===== src/rtl/ysyx_23060201_lsu.sv =====
// ysyx_23060201_lsu: multi-cycle load/store unit between the execute stage
// and a variable-latency SRAM-style data bus.
//
// Each request is latched in IDLE. Illegal accesses complete straight away
// with an error. Legal ones make one bus request (REQ), wait for one bus
// response (WAIT) and then issue a single-cycle completion pulse (RESP).
//
// Ports:
//   clk, rst              clock, asynchronous active-high reset
//   req_valid/req_ready   execute-stage handshake; the core stalls while
//                         req_ready is low
//   req_wen/addr/wdata    store flag, byte address, LSB-aligned store data
//   req_func3/req_rd      RV32 funct3 and load destination register
//   resp_valid            one-cycle completion pulse
//   resp_rdata/rd/err     formatted load data, destination register, error;
//                         all zero outside the resp_valid cycle
//   bus_req_valid/ready   bus request handshake
//   bus_we/addr/wdata/wstrb  word-aligned request with lane-replicated data
//   bus_rsp_valid/rdata/err  bus response, only sampled in WAIT
//
// Build option:
//   LSU_TIMEOUT_EN        when defined, WAIT gives up after TIMEOUT_CYCLES
//                         cycles and completes with resp_err=1
module ysyx_23060201_lsu #(
  parameter int unsigned ADDR_WIDTH     = 32,
  parameter int unsigned DATA_WIDTH     = 32,
  parameter int unsigned TIMEOUT_CYCLES = 255
) (
  input  logic                  clk,
  input  logic                  rst,
  input  logic                  req_valid,
  output logic                  req_ready,
  input  logic                  req_wen,
  input  logic [ADDR_WIDTH-1:0] req_addr,
  input  logic [DATA_WIDTH-1:0] req_wdata,
  input  logic [2:0]            req_func3,
  input  logic [4:0]            req_rd,
  output logic                  resp_valid,
  output logic [DATA_WIDTH-1:0] resp_rdata,
  output logic [4:0]            resp_rd,
  output logic                  resp_err,
  output logic                  bus_req_valid,
  input  logic                  bus_req_ready,
  output logic                  bus_we,
  output logic [ADDR_WIDTH-1:0] bus_addr,
  output logic [DATA_WIDTH-1:0] bus_wdata,
  output logic [3:0]            bus_wstrb,
  input  logic                  bus_rsp_valid,
  input  logic [DATA_WIDTH-1:0] bus_rsp_rdata,
  input  logic                  bus_rsp_err
);

  localparam logic [2:0] F3_B  = 3'b000;
  localparam logic [2:0] F3_H  = 3'b001;
  localparam logic [2:0] F3_W  = 3'b010;
  localparam logic [2:0] F3_BU = 3'b100;
  localparam logic [2:0] F3_HU = 3'b101;

  typedef enum logic [1:0] {
    S_IDLE = 2'd0,
    S_REQ  = 2'd1,
    S_WAIT = 2'd2,
    S_RESP = 2'd3
  } state_e;

  state_e                state_q, state_d;

  // Registered outputs
  logic                  req_ready_q, req_ready_d;
  logic                  resp_valid_q, resp_valid_d;
  logic [DATA_WIDTH-1:0] resp_rdata_q, resp_rdata_d;
  logic [4:0]            resp_rd_q, resp_rd_d;
  logic                  resp_err_q, resp_err_d;
  logic                  bus_req_valid_q, bus_req_valid_d;
  logic                  bus_we_q, bus_we_d;
  logic [ADDR_WIDTH-1:0] bus_addr_q, bus_addr_d;
  logic [DATA_WIDTH-1:0] bus_wdata_q, bus_wdata_d;
  logic [3:0]            bus_wstrb_q, bus_wstrb_d;

  // Latched request fields needed after the bus handshake
  logic                  wen_q, wen_d;
  logic [1:0]            off_q, off_d;
  logic [2:0]            func3_q, func3_d;
  logic [4:0]            rd_q, rd_d;

  // Combinational helpers
  logic                  illegal_c;
  logic [3:0]            st_wstrb_c;
  logic [DATA_WIDTH-1:0] st_wdata_c;
  logic [15:0]           ld_shift_c;
  logic [DATA_WIDTH-1:0] ld_data_c;

`ifdef LSU_TIMEOUT_EN
  // Wide enough for TIMEOUT_CYCLES, never narrower than 8 bits
  localparam int unsigned TMO_W = ($clog2(TIMEOUT_CYCLES + 1) > 8) ?
                                  $clog2(TIMEOUT_CYCLES + 1) : 8;
  logic [TMO_W-1:0]      tmo_q, tmo_d;
`else
  logic                  unused_timeout;
  assign unused_timeout = (TIMEOUT_CYCLES != 0);
`endif

  // Illegal funct3 for the direction, or a halfword/word not naturally aligned
  always_comb begin
    illegal_c = 1'b0;
    if (req_wen) begin
      illegal_c = !(req_func3 inside {F3_B, F3_H, F3_W});
    end else begin
      illegal_c = (req_func3 == 3'b011) || (req_func3 == 3'b110) ||
                  (req_func3 == 3'b111);
    end
    if ((req_func3[1:0] == 2'b01) && req_addr[0]) begin
      illegal_c = 1'b1;
    end
    if ((req_func3[1:0] == 2'b10) && (req_addr[1:0] != 2'b00)) begin
      illegal_c = 1'b1;
    end
  end

  // Store lanes: replicate the datum across the word, strobe only its bytes
  always_comb begin
    st_wstrb_c = 4'b1111;
    st_wdata_c = req_wdata;
    unique case (req_func3[1:0])
      2'b00: begin
        st_wstrb_c = 4'b0001 << req_addr[1:0];
        st_wdata_c = {4{req_wdata[7:0]}};
      end
      2'b01: begin
        st_wstrb_c = 4'b0011 << req_addr[1:0];
        st_wdata_c = {2{req_wdata[15:0]}};
      end
      default: begin
        st_wstrb_c = 4'b1111;
        st_wdata_c = req_wdata;
      end
    endcase
  end

  // Load formatting: shift the addressed byte/half down, then extend
  always_comb begin
    ld_shift_c = 16'(bus_rsp_rdata >> {off_q, 3'b000});
    unique case (func3_q)
      F3_B:    ld_data_c = {{24{ld_shift_c[7]}}, ld_shift_c[7:0]};
      F3_BU:   ld_data_c = {24'h000000, ld_shift_c[7:0]};
      F3_H:    ld_data_c = {{16{ld_shift_c[15]}}, ld_shift_c[15:0]};
      F3_HU:   ld_data_c = {16'h0000, ld_shift_c[15:0]};
      default: ld_data_c = bus_rsp_rdata;
    endcase
  end

  // Next state and next output values; outputs are registered from these
  always_comb begin
    state_d         = state_q;
    req_ready_d     = 1'b0;
    resp_valid_d    = 1'b0;
    resp_rdata_d    = '0;
    resp_rd_d       = '0;
    resp_err_d      = 1'b0;
    bus_req_valid_d = 1'b0;
    bus_we_d        = 1'b0;
    bus_addr_d      = '0;
    bus_wdata_d     = '0;
    bus_wstrb_d     = '0;
    wen_d           = wen_q;
    off_d           = off_q;
    func3_d         = func3_q;
    rd_d            = rd_q;
`ifdef LSU_TIMEOUT_EN
    tmo_d           = tmo_q;
`endif

    unique case (state_q)
      S_IDLE: begin
        // req_ready_q is low for one cycle after reset; never accept then
        if (req_ready_q && req_valid) begin
          wen_d   = req_wen;
          off_d   = req_addr[1:0];
          func3_d = req_func3;
          rd_d    = req_rd;
          if (illegal_c) begin
            state_d      = S_RESP;
            resp_valid_d = 1'b1;
            resp_err_d   = 1'b1;
          end else begin
            state_d         = S_REQ;
            bus_req_valid_d = 1'b1;
            bus_we_d        = req_wen;
            bus_addr_d      = {req_addr[ADDR_WIDTH-1:2], 2'b00};
            if (req_wen) begin
              bus_wdata_d = st_wdata_c;
              bus_wstrb_d = st_wstrb_c;
            end
          end
        end else begin
          req_ready_d = 1'b1;
        end
      end

      S_REQ: begin
        if (bus_req_ready) begin
          state_d = S_WAIT;
`ifdef LSU_TIMEOUT_EN
          tmo_d   = '0;
`endif
        end else begin
          // Hold the request stable until the bus accepts it
          bus_req_valid_d = 1'b1;
          bus_we_d        = bus_we_q;
          bus_addr_d      = bus_addr_q;
          bus_wdata_d     = bus_wdata_q;
          bus_wstrb_d     = bus_wstrb_q;
        end
      end

      S_WAIT: begin
        // A response on the limit cycle wins over the timeout
        if (bus_rsp_valid) begin
          state_d      = S_RESP;
          resp_valid_d = 1'b1;
          if (bus_rsp_err) begin
            resp_err_d = 1'b1;
          end else if (!wen_q) begin
            resp_rdata_d = ld_data_c;
            resp_rd_d    = rd_q;
          end
        end
`ifdef LSU_TIMEOUT_EN
        else if ((tmo_q + TMO_W'(1)) == TMO_W'(TIMEOUT_CYCLES)) begin
          state_d      = S_RESP;
          resp_valid_d = 1'b1;
          resp_err_d   = 1'b1;
        end else begin
          tmo_d = tmo_q + TMO_W'(1);
        end
`endif
      end

      S_RESP: begin
        state_d     = S_IDLE;
        req_ready_d = 1'b1;
      end

      default: begin
        state_d = S_IDLE;
      end
    endcase
  end

  // State and output registers; reset abandons any transaction in flight
  always_ff @(posedge clk or posedge rst) begin
    if (rst) begin
      state_q         <= S_IDLE;
      req_ready_q     <= 1'b0;
      resp_valid_q    <= 1'b0;
      resp_rdata_q    <= '0;
      resp_rd_q       <= '0;
      resp_err_q      <= 1'b0;
      bus_req_valid_q <= 1'b0;
      bus_we_q        <= 1'b0;
      bus_addr_q      <= '0;
      bus_wdata_q     <= '0;
      bus_wstrb_q     <= '0;
      wen_q           <= 1'b0;
      off_q           <= '0;
      func3_q         <= '0;
      rd_q            <= '0;
`ifdef LSU_TIMEOUT_EN
      tmo_q           <= '0;
`endif
    end else begin
      state_q         <= state_d;
      req_ready_q     <= req_ready_d;
      resp_valid_q    <= resp_valid_d;
      resp_rdata_q    <= resp_rdata_d;
      resp_rd_q       <= resp_rd_d;
      resp_err_q      <= resp_err_d;
      bus_req_valid_q <= bus_req_valid_d;
      bus_we_q        <= bus_we_d;
      bus_addr_q      <= bus_addr_d;
      bus_wdata_q     <= bus_wdata_d;
      bus_wstrb_q     <= bus_wstrb_d;
      wen_q           <= wen_d;
      off_q           <= off_d;
      func3_q         <= func3_d;
      rd_q            <= rd_d;
`ifdef LSU_TIMEOUT_EN
      tmo_q           <= tmo_d;
`endif
    end
  end

  assign req_ready     = req_ready_q;
  assign resp_valid    = resp_valid_q;
  assign resp_rdata    = resp_rdata_q;
  assign resp_rd       = resp_rd_q;
  assign resp_err      = resp_err_q;
  assign bus_req_valid = bus_req_valid_q;
  assign bus_we        = bus_we_q;
  assign bus_addr      = bus_addr_q;
  assign bus_wdata     = bus_wdata_q;
  assign bus_wstrb     = bus_wstrb_q;

endmodule


===== config.mk =====
export PLATFORM = sky130hd
export DESIGN_NAME = ysyx_23060201_lsu
export DESIGN_NICKNAME = d
export VERILOG_FILES = /design/src/rtl/ysyx_23060201_lsu.sv
export SDC_FILE = /design/constraint.sdc
export NUM_CORES = 1
export LEC_CHECK = 0
export ABC_AREA = 0
export BUFFER_PORTS_ARGS = -buffer_cell sky130_fd_sc_hd__clkbuf_2
export CORE_UTILIZATION = 52
export DETAILED_ROUTE_END_ITERATION = 16
export PLACE_DENSITY = 0.88
export SETUP_SLACK_MARGIN = 0.1
export SYNTH_ARGS = -nofsm -noshare
export SYNTH_HDL_FRONTEND = slang
export SYNTH_SLANG_ARGS = --single-unit

===== constraint.sdc =====
create_clock -name clk -period 7.15 [get_ports clk]
set_input_delay 0.3575 -clock clk [delete_from_list [all_inputs] [get_ports clk]]
set_output_delay 0.3575 -clock clk [all_outputs]
set_load 0.005 [all_outputs]

Word-level counts from Yosys, hierarchy flattened
Index checks and enable logic that the tools add are counted.

Register bits: 123. Bits of input ports: 111. Output and inout bits: 110. Word-level logic and storage cells: 97.

Equal/unequal tests: 16. Reductions and logical operators: 14. Multiplexer cells: 49. Shifts and indexed selects: 3.

Operators with widths (count): 2-to-1 mux 32 bit (10); one-hot mux 32 bit (2 select lines) (3); one-hot mux 32 bit (4 select lines) (1); >> shifter 32 x 5 -> 16 bit (1); 2-to-1 mux 5 bit (4); 2-to-1 mux 4 bit (4); one-hot mux 4 bit (2 select lines) (2); 2-to-1 mux 1 bit (15); equality test 3 bit, second input constant (4); one-hot mux 1 bit (2 select lines) (5); 2-to-1 mux 2 bit (4); one-hot mux 2 bit (4 select lines) (1); equality test 2 bit, second input constant (3); equality test 3 x 1 -> 1 bit, second input constant (2); equality test 3 x 2 -> 1 bit, second input constant (2); logical NOT 3 bit (2); inequality test 2 bit, second input constant (3); equality test 2 x 1 -> 1 bit, second input constant (2); logical NOT 2 bit (2); << shifter 1 x 2 -> 4 bit, first input constant (1); << shifter 2 x 2 -> 4 bit, first input constant (1); logical AND 1 bit (3); AND reduction 3 bit (1); nonzero test 3 bit (1); other kinds (4) (5).

Depth between registers and ports, before layout
Word-level depth: 9. Gate-level depth with buffers: 7. Mapped depth without buffers: 5.

Worst setup path after synthesis
No wires, ideal clock.

Path kind: register -> register. Start: register state_q[0]. End: register resp_rdata_q[0] (netlist: resp_rdata[0]). Stages on the path, launching flop included: 7. Arrival: 1.811 ns. Buffers on the path: 2. Library setup time: 0.065 ns. Clock period less this slack: 1.877 ns. Slack: 5.273 ns. Cells stage by stage: dfrtp_1 > inv_1 > ha_1 > nor4bb_1 > clkbuf_1 > clkbuf_1 > o221a_2.

Word-level cells in the longest chain between the ends: 2.

Ends and longest elaborated chain: start, declared (RTL line 66) `state_e state_q, state_d;`; start signal, assigned (RTL line 272) `state_q <= state_d;`; equality test 2 bit (RTL line 173) `unique case (state_q)`; 2-to-1 mux 32 bit (RTL line 173); net resp_rdata_d[0] (RTL line 71) `logic [DATA_WIDTH-1:0] resp_rdata_q, resp_rdata_d;`; end signal, assigned (RTL line 275) `resp_rdata_q <= resp_rdata_d;`; end, declared (RTL line 71).

The timed path passes the listed nets, and every way through them passes these cells. A chain may end at the register's enable or synchronous reset.

Worst setup path in the final report
Start: register state_q[0]. End: register bus_addr_q[6] (netlist: bus_addr[6]).

Word-level cells in the longest chain between the ends: 2. Elaborated cells on any way between the ends: 4. Classes of those cells: eq/ne (2); mux (1); reduce/logical (1).

Ends and longest elaborated chain: equality test 2 x 1 -> 1 bit / logical NOT 2 bit (equally long branches) (RTL line 173); one-hot mux 32 bit (2 select lines) / inequality test 2 bit (equally long branches); end signal, assigned (RTL line 280) `bus_addr_q <= bus_addr_d;`; end, declared (RTL line 76) `logic [ADDR_WIDTH-1:0] bus_addr_q, bus_addr_d;`.

Several ways; a longest one is shown, not always the timed one.

==> summary.md <==
| Metric | Value |
|---|---|
| Maxcap violations | `0` |
| Nets@finish | `768` |
| Clock Skew | `0.00769 ns` |
| Max Clk Rate | `358 MHz` |
| Finished Core Util | `0.722` |
| Combinational Power Share | `0.208` |
| Fillers | `716` |
| Fin. max-slew vios | `0` |
| Synth Cell Area | `5290 sq um` |
| Ys async rst share | `1.00` |
| Clk_lat worst skew | `0.52 ns` |
| Area of the die | `10600 sq um` |
| Drt drc | `0` |
| Synth area leader | `dfrtp_1` |
| # port buffers | `218` |
| Yosys warning count | `0` |
| Worst VDD drop | `0.171 mV` |
| Top-area cell type share of the netlist area | `0.572` |
| Distinct cells, synth | `47` |
| Fin crit period | `2.79 ns` |
| Setup Crit Path Kind | `flip-flop to flip-flop` |
| Clock root buffer | `clkbuf_8` |
| Placer congestion estimate | `0.858` |
| Post-Syn Instances | `448` |
| Setup-failing EPs final | `0` |
| Worst-path clk slew | `0.06 ns` |
| Die Y | `103 um` |
| Initial core utilization | `0.539` |
| Initial DRT Pass Iterations | `5` |
| Register area share after synthesis | `0.572` |
| Outcome | `complete, no violations` |
| Clock share of power | `0.414` |
| Post-synth EDFFs | `0` |
| Max Root-Sink Buffers | `2` |
| Drt via density | `5.75` |
| WP data required | `7.60 ns` |
| Int Pwr | `1.57 mW` |
| Post-detail-place hpwl | `9870 um` |
| Vias in the first global route | `4430` |
| Most used DFF post-synth | `dfrtp_1` |
| GR Overflow Total | `0` |
| CTS tree | `done` |
| GRT Total Usage | `0.282` |
| # hold bufs at CTS | `1` |
| Switching Power | `0.658 mW` |
| Htree depth | `4` |
| Num CTS Buffers | `17` |
| Total power | `2.23 mW` |
| Routed Antenna Nets | `0` |
| RSZ-0062 raised after global routing | `false` |
| I/O pin count | `221` |
| Crit end category | `flip-flop` |
| Setup bufs post-CTS | `0` |
| Pwr/cell area | `314 nW/um^2` |
| Synth-to-Final Area Change | `33.9%` |
| Initial antenna violation count | `0` |
| Register share of total power | `0.378` |
| Worst EP arrival | `3.24 ns` |
| Hold crit path type | `input pin to flip-flop` |
| Area of the core | `9820 sq um` |
| Final WL | `14500 um` |
| Endpoints failing hold | `0` |
| Static Leak | `3.72 nW` |
| #FFs+latches synth | `121` |
| Mean area per synthesized cell | `11.8 sq um` |
| Ant diodes | `0` |
| Routed wire per std cell | `18.2 um` |
| Sw Ratio | `0.295` |
| Die extent in x | `103 um` |
| Final period util | `0.391` |
| Crit Path Max Fanout | `30` |
| Setup_tns | `0 ns` |
| Share of cells above drive strength 1 | `0.431` |
| Rel. slew slack | `0.168` |
| Top post-synthesis cells by area | `dfrtp_1, a22o_1, o21ai_0` |
| Critical Path Start Type | `flip-flop` |
| Vias | `4591` |
| Rows | `36` |
| Post-cts resize count | `0` |
| Clock sink count | `121` |
| Global-route wire length before repair | `22200 um` |
| Worst-margin pin slew | `1.25 ns` |
| Starting DRT DRC Count | `221` |
| Pin count of the biggest net entering global routing | `76` |
## metal layers
| layer | wire length, um | vias up | GRT usage |
|---|---|---|---|
| met2 | 7560 | 239 | 0.472 |
| met1 | 5700 | 2262 | 0.347 |
| li1 | - | 2058 | - |
| met5 | 0 | - | 0 |
| met3 | 1040 | 32 | 0.0854 |
| met4 | 254 | 0 | 0.104 |
## metrics by stage
stage / hold slack (ns) / area (sq um) / cells / setup WS [ns]
detailed placement: 0.434 / 6430 / 766 / 4.39
global route: 0.0405 / 7090 / 799 / 4.08
CTS: 0.0459 / 7090 / 799 / 4.36
floorplan: 0.447 / 5300 / 449 / 3.58
finish: 0.0595 / 7090 / 799 / 4.36
global placement: 0.428 / 6430 / 766 / 4.59
## cell families (layout without fill, tap and decap cells)
family,after synthesis,in the layout,synth area share
muxes,45,45,0.0920
AOI/OAI and AO/OA,147,147,0.206
and+or+nand+nor,87,87,0.0816
buffers and inverters,43,260,0.0383
adders and majority gates,4,4,0.00946
other,1,2,0.000709
DFF,121,121,0.572
## power groups by stage
stage / combinational, mW / sequential, mW / clock, mW
after floorplan: 0.353 / 0.795 / 0
after global placement: 0.432 / 0.843 / 0
after detailed placement: 0.452 / 0.850 / 0
after CTS: 0.460 / 0.840 / 0.931
after global routing: 0.506 / 0.854 / 0.964
final: 0.464 / 0.841 / 0.921
## cell usage in the layout (no fill, tap or decap), types with 2 or more instances in the layout
cell type	count
inv_1	5
a211oi_4	2
o21ai_1	9
a221oi_1	7
o21bai_1	2
nand2b_1	2
and2_1	13
bufinv_16	5
buf_4	3
ha_1	4
conb_1	2
clkbuf_8	2
nand2_1	34
clkinvlp_4	4
clkbuf_2	218
mux2i_1	25
o22a_1	7
o21ai_0	51
clkinv_4	3
a21oi_1	2
o221a_2	7
nor2b_1	5
dfrtp_1	121
clkbuf_16	16
mux2_2	19
a22o_1	48
nand3_1	18
nor2_1	7
## registers in the layout, indices dropped and copies added (netlist names)
register       cells
func3_q            3
req_ready          1
bus_wstrb          4
bus_req_valid      1
resp_rdata        32
state_q            2
resp_err           1
rd_q               5
bus_addr          30
resp_valid         1
wen_q              1
bus_wdata         32
bus_we             1
off_q              2
resp_rd            5
## worst paths after layout
| path | endpoint | cells after the start | slack (ns) | from |
|---|---|---|---|---|
| min reg2reg | bus_wdata[12] | 2 | 0.48 | bus_wdata[12] |
| max in group asynchronous | bus_addr[25] | 4 | 5.36 | rst |
| max reg2reg | bus_addr[6] | 5 | 4.36 | state_q[0] |
| max | bus_addr[6] | 5 | 4.36 | state_q[0] |
| min | bus_addr[18] | 2 | 0.06 | req_addr[18] |
| min in group asynchronous | bus_addr[4] | 3 | 0.46 | rst |
## cells in the mapped netlist, drive strengths merged, types with 2 or more instances
master,count
dfrtp,121
o21ai,60
a22o,48
nand2,34
clkbuf,26
mux2i,25
mux2,19
nand3,18
and2,13
buf,11
a221oi,7
nor2,7
o221a,7
o22a,7
inv,6
nor2b,6
ha,4
a211oi,3
a21oi,2
nand2b,2
o21bai,2
## worst max-delay path, cell delays in order (launching register included)
cell	delay (ns)
dfrtp_1	0.41
inv_1	0.10
ha_1	0.27
nand3_1	0.53
a211oi_4	1.13
a22o_1	0.27
## cell type report
class | count | area [sq um] | share of cell area
clock buffer | 18 | 428 | 0.0604
tap | 133 | 166 | 0.0235
inverter | 6 | 25.0 | 0.00353
sequential | 121 | 3030 | 0.427
multi-input combinational | 285 | 2100 | 0.296
timing repair buffer | 222 | 1120 | 0.159
clock inverter | 14 | 220 | 0.0311
No activity file was read; power rests on OpenSTA's default activity.
